File: src/rtl/match_controller.sv
// match_controller: fighting-game match sequencer.
// Drives countdown, round timer, KO/timeout scoring and match wins.
module match_controller #(
    parameter int COUNTDOWN_FRAMES = 60,
    parameter int FRAMES_PER_SEC   = 60,
    parameter int ROUND_TIME_S     = 99,
    parameter int KO_HOLD_FRAMES   = 120,
    parameter int ROUNDS_TO_WIN    = 2
) (
    input  logic       clk,
    input  logic       rst,
    input  logic       frame_tick,
    input  logic       start,
    input  logic [2:0] player1_health,
    input  logic [2:0] player2_health,
    output logic [2:0] game_state,
    output logic       players_enable,
    output logic       round_reset,
    output logic [1:0] countdown,
    output logic [6:0] time_left,
    output logic [1:0] p1_rounds,
    output logic [1:0] p2_rounds,
    output logic [1:0] winner
);
    typedef enum logic [2:0] {
        S_IDLE       = 3'd0,
        S_ROUND_INIT = 3'd1,
        S_COUNTDOWN  = 3'd2,
        S_FIGHT      = 3'd3,
        S_ROUND_END  = 3'd4,
        S_MATCH_END  = 3'd5
    } state_t;

    localparam int CDW = $clog2(COUNTDOWN_FRAMES + 1);
    localparam int SCW = $clog2(FRAMES_PER_SEC + 1);
    localparam int HDW = $clog2(KO_HOLD_FRAMES + 1);
    localparam logic [CDW-1:0] CD_LAST    = CDW'(COUNTDOWN_FRAMES - 1);
    localparam logic [SCW-1:0] SEC_LAST   = SCW'(FRAMES_PER_SEC - 1);
    localparam logic [HDW-1:0] HOLD_LAST  = HDW'(KO_HOLD_FRAMES - 1);
    localparam logic [6:0]     ROUND_TIME = 7'(ROUND_TIME_S);
    localparam logic [1:0]     RTW        = 2'(ROUNDS_TO_WIN);

    state_t         state, state_n;
    logic           start_q;
    logic [CDW-1:0] cd_cnt, cd_cnt_n;
    logic [SCW-1:0] sec_cnt, sec_cnt_n;
    logic [HDW-1:0] hold_cnt, hold_cnt_n;
    logic [1:0]     countdown_n;
    logic [6:0]     time_n;
    logic [1:0]     p1_n, p2_n, win_n;
    logic [1:0]     round_win;
    logic           start_rise, sec_wrap, last_sec, any_ko, match_won;

    assign start_rise = start & ~start_q;
    assign sec_wrap   = frame_tick && (sec_cnt == SEC_LAST);
    assign last_sec   = sec_wrap && (time_left <= 7'd1);
    assign any_ko     = (player1_health == 3'd0) || (player2_health == 3'd0);
    assign match_won  = (p1_rounds == RTW) || (p2_rounds == RTW);

    assign game_state     = state;
    assign players_enable = (state == S_FIGHT);
    assign round_reset    = (state == S_ROUND_INIT);

    // KO and timeout share one rule: zero health always loses to non-zero
    always_comb begin
        round_win = 2'b00;
        unique case (1'b1)
            player1_health > player2_health: round_win = 2'b01;
            player1_health < player2_health: round_win = 2'b10;
            default:                         round_win = 2'b00;
        endcase
    end

    always_comb begin
        state_n     = state;
        cd_cnt_n    = cd_cnt;
        sec_cnt_n   = sec_cnt;
        hold_cnt_n  = hold_cnt;
        countdown_n = countdown;
        time_n      = time_left;
        p1_n        = p1_rounds;
        p2_n        = p2_rounds;
        win_n       = winner;
        case (state)
            S_IDLE, S_MATCH_END: begin
                if (start_rise) begin
                    p1_n    = 2'd0;
                    p2_n    = 2'd0;
                    win_n   = 2'b00;
                    state_n = S_ROUND_INIT;
                end
            end
            S_ROUND_INIT: begin
                countdown_n = 2'd3;
                cd_cnt_n    = '0;
                sec_cnt_n   = '0;
                time_n      = ROUND_TIME;
                state_n     = S_COUNTDOWN;
            end
            S_COUNTDOWN: begin
                if (frame_tick) begin
                    if (cd_cnt == CD_LAST) begin
                        cd_cnt_n    = '0;
                        countdown_n = countdown - 2'd1;
                        if (countdown == 2'd1) begin
                            sec_cnt_n = '0;
                            state_n   = S_FIGHT;
                        end
                    end else begin
                        cd_cnt_n = cd_cnt + CDW'(1);
                    end
                end
            end
            S_FIGHT: begin
                if (frame_tick) begin
                    sec_cnt_n = sec_wrap ? '0 : sec_cnt + SCW'(1);
                    if (sec_wrap && time_left != 7'd0)
                        time_n = time_left - 7'd1;
                end
                if (any_ko || last_sec) begin
                    win_n      = round_win;
                    hold_cnt_n = '0;
                    state_n    = S_ROUND_END;
                    if (round_win == 2'b01 && p1_rounds != RTW)
                        p1_n = p1_rounds + 2'd1;
                    if (round_win == 2'b10 && p2_rounds != RTW)
                        p2_n = p2_rounds + 2'd1;
                end
            end
            S_ROUND_END: begin
                if (frame_tick) begin
                    if (hold_cnt == HOLD_LAST) begin
                        hold_cnt_n = '0;
                        if (match_won) begin
                            win_n   = (p1_rounds == RTW) ? 2'b01 : 2'b10;
                            state_n = S_MATCH_END;
                        end else begin
                            state_n = S_ROUND_INIT;
                        end
                    end else begin
                        hold_cnt_n = hold_cnt + HDW'(1);
                    end
                end
            end
            default: state_n = S_IDLE;
        endcase
    end

    // Start history resets high so a button held through reset is not a press
    always_ff @(posedge clk) begin
        if (rst) begin
            state     <= S_IDLE;
            start_q   <= 1'b1;
            cd_cnt    <= '0;
            sec_cnt   <= '0;
            hold_cnt  <= '0;
            countdown <= 2'd0;
            time_left <= ROUND_TIME;
            p1_rounds <= 2'd0;
            p2_rounds <= 2'd0;
            winner    <= 2'b00;
        end else begin
            state     <= state_n;
            start_q   <= start;
            cd_cnt    <= cd_cnt_n;
            sec_cnt   <= sec_cnt_n;
            hold_cnt  <= hold_cnt_n;
            countdown <= countdown_n;
            time_left <= time_n;
            p1_rounds <= p1_n;
            p2_rounds <= p2_n;
            winner    <= win_n;
        end
    end
endmodule
File: config.mk
export PLATFORM = sky130hd
export DESIGN_NAME = match_controller
export DESIGN_NICKNAME = d
export VERILOG_FILES = /design/src/rtl/match_controller.sv
export SDC_FILE = /design/constraint.sdc
export NUM_CORES = 1
export LEC_CHECK = 0
export ABC_AREA = 1
export CORE_MARGIN = 2
export CORE_UTILIZATION = 41
export DETAILED_ROUTE_END_ITERATION = 7
export PLACE_DENSITY = 0.73
export SETUP_SLACK_MARGIN = 0.1
export SLEW_MARGIN = 10
export SYNTH_ARGS = -nofsm -noshare
export SYNTH_HDL_FRONTEND = slang
export SYNTH_SLANG_ARGS = --single-unit
File: constraint.sdc
create_clock -name clk -period 2 [get_ports clk]
set_input_delay 0.4 -clock clk [delete_from_list [all_inputs] [get_ports clk]]
set_output_delay 0.4 -clock clk [all_outputs]
set_load 0.1 [all_outputs]
==> flow_metrics.py <==
metrics = {
    "logic_synthesis": {
        "synth_area_leader_cell": "dfxtp_1",
        "synth_area_leaders": "dfxtp_1 32%, nand2_1 13%, nor2_1 9.1%, nand3_1 6.7%, inv_1 6.5%",
        "synth_xor_area_share_pct": 2.57,
        "yosysUniqueCellTypes": 33,
        "yosysSeqAreaShare_pct": 31.9,
        "synth_compound_area_share_pct": 12.1,
        "syn_inst": 363,
        "yosysWarnings": 0,
        "synth_fa_ha_area_share_pct": 5.77,
        "synth_top_family_by_area": "simple AND/OR/NAND/NOR gates",
        "synth_nets": 384,
        "syn_area_per_cell_um2": 6.57,
        "synth_top_area_share_pct": 31.9,
        "async_flop_share_pct": 0,
        "synth_area_um2": 2380,
        "synthFlopType": "dfxtp_1",
        "ys_ff_latch": 38,
        "muxShareOfSynthArea_pct": 0,
        "synth-simple-area-share_pct": 39.0,
        "synth_edf_count": 0,
    },
    "clock_tree": {
        "clk_latency_ps": 290,
        "cts_max_path_buffers": 2,
        "path_clk_slew_ps": 70,
        "cts_tree": "done",
        "htreeDepth": 2,
        "root_buffer": "clkbuf_8",
        "cts_made_buffers": 5,
        "clock_sinks": 38,
    },
    "sta": {
        "rsz0062_at_grt": "true",
        "post-route-period-util_pct": 90.6,
        "hold_viol": 0,
        "timing.fmax_mhz": 552,
        "worst_slew_pin_slew_ps": 348,
        "period_minus_slack_ps": 1810,
        "timing.slew.headroom_pct": 76.7,
        "setup_viol": 0,
        "fin_skew_ps": 7.57,
        "drv_slew": 0,
        "fin_tns_setup_ps": 0,
    },
    "global_routing": {
        "grt_first_pass_wirelength_um": 9410,
        "grt_use_total_pct": 18.4,
        "grt_pass1_vias": 2115,
        "grt_max_degree": 21,
        "antenna_found_initial": 0,
        "gr-total-overflow": 0,
    },
    "pwr": {
        "power_density_nw_per_um2": 1610,
        "sequentialPowerShare_pct": 24.3,
        "netSwitchingFraction_pct": 55.9,
        "power.internal_mw": 2.09,
        "power_leakage_nw": 1.30,
        "power.total_mw": 4.74,
        "peakVddDrop_mv": 1.35,
        "power_frac_comb_pct": 65.2,
        "power.switching_mw": 2.65,
        "p_clk_share_pct": 10.5,
    },
    "setup_path": {
        "worstSetupPathType": "flop to output pin",
        "cp-start-kind": "flop",
        "end_kind": "output pin",
        "required_ps": 1600,
        "critical_path.max_fanout": 7,
        "crit_arrival_ps": 1410,
    },
    "floorplan": {
        "ios": 30,
        "core_area_um2": 5570,
        "fp-row-count": 27,
        "dieArea_um2": 6440,
        "die_h_um": 80.2,
        "start_util_pct": 42.8,
        "dieWidth_um": 80.2,
    },
    "detailed_routing": {
        "antenna_left": 0,
        "drtPass1Iterations": 4,
        "num_vias": 2395,
        "drt_drc_violations_left": 0,
        "drtIter0Drc": 120,
        "routed_wl_um": 5530,
        "viasPerCell": 4.97,
        "wire_per_inst_um": 11.5,
    },
    "outcome": {
        "status": "finished, final reports clean",
    },
    "finish": {
        "syn_to_final_growth_pct": 23.9,
        "fin_area_um2": 2950,
        "final-instance-count-excl-fill": 482,
        "fin_nets": 431,
        "final_core_util_pct": 53.0,
        "layout-drive-gt1-share_pct": 21.5,
        "diodes": 0,
    },
    "placed_design": {
        "portBuffers": 29,
        "place_hpwl_um": 4130,
        "dp.cells": 472,
        "post_dp_cell_area_um2": 2840,
        "gp_congestion": 0.864,
    },
    "hold_path": {
        "hold_path.class": "flop to flop",
    },
    "flow_run": {
        "max_cap_viol_count": 0,
    },
}
-- power by group through the flow --
stage	sequential [mW]	clock [mW]	combinational [mW]
finish	1.15	0.497	3.09
floorplan	1.97	0	1.56
global route	1.18	0.557	3.38
global placement	1.16	0	2.99
detailed placement	1.16	0	3.04
CTS	1.15	0.523	3.06
-- flip-flops by register name, indices dropped and copies added, names as in the netlist --
register / flops
hold_cnt: 7
time_left: 7
cd_cnt: 6
sec_cnt: 6
game_state: 3
countdown: 2
p1_rounds: 2
p2_rounds: 2
winner: 2
start_q: 1
-- cell usage after synthesis (2+ instances only) --
cell type,number
a21oi_1,25
a31oi_1,2
buf_2,3
dfxtp_1,38
ha_1,11
inv_1,41
inv_2,6
nand2_1,81
nand2_2,6
nand2_4,2
nand3_1,32
nand3_2,2
nand3b_1,3
nand4_1,4
nor2_1,58
nor2_2,3
nor2_4,4
nor3_1,4
o21ai_0,16
o21ai_1,2
o21ai_2,2
or2_2,2
xnor2_1,2
xor2_1,5
-- critical path, stage by stage, from the launching register on --
cell        delay (ps)
dfxtp_2            370
inv_1              110
nor2_2             180
nand2_2            170
clkinvlp_4         130
buf_12             170
-- final timing paths --
kind                               from                   endpoint  slack [ps]  cells after the start
max reg2reg  game_state[0]$_SDFFE_PP0P_  p2_rounds[1]$_SDFFE_PP0P_         280                      8
min reg2reg      cd_cnt[5]$_SDFFE_PP0P_     cd_cnt[5]$_SDFFE_PP0P_         450                      2
max          game_state[0]$_SDFFE_PP0P_                round_reset         190                      5
min              cd_cnt[5]$_SDFFE_PP0P_     cd_cnt[5]$_SDFFE_PP0P_         450                      2
-- metrics by stage --
step | setup WS (ps) | hold slack, ps
6_report | 188 | 448
5_1_grt | 77.1 | 481
4_1_cts | 112 | 453
3_5_place_dp | -120 | 442
3_3_place_gp | -32.8 | 434
2_1_floorplan | 63.4 | 423
-- cells by family after synthesis --
family,count (synthesis)
adder cells (fa/ha/maj),11
AO/OA/AOI/OAI,52
buffers and inverters,52
flip-flops,38
XOR/XNOR,7
AND/OR/NAND/NOR,203
-- cell type report --
cell class,instances,area (um^2)
well taps,72,90.1
multi-input cells,273,1430
fillers,568,2620
clock buffers,7,76.3
inverters,47,180
repair buffers,45,398
flip-flops and latches,38,777
-- cells in the final DEF (no fill, tap or decap), types with 9 or more instances in the layout --
cell and count:
ha_1 10, a21oi_1 24, nor2_1 58, nand2_1 81, buf_4 33, o21ai_0 16, nand3_1 32, dfxtp_2 13
clkdlybuf4s50_1 9, dfxtp_1 25, inv_1 40
-- routing by layer --
layer	track usage, %	share of wire, %	vias to the layer above
met3	4.49	4.4	4
met5	0	0	-
li1	-	-	1259
met2	30.2	48	44
met4	4.58	0.61	0
met1	24.1	47	1088
-- repair_timing --
| item | 4_1_cts | 5_1_grt |
|---|---|---|
| resized for setup | 0 | 3 |
| buffers inserted | 0 | 3 |
| hold buffers | 0 | 0 |
| endpoints found under the setup margin | 0 | 9 |
(Power assumes the default switching activity.)
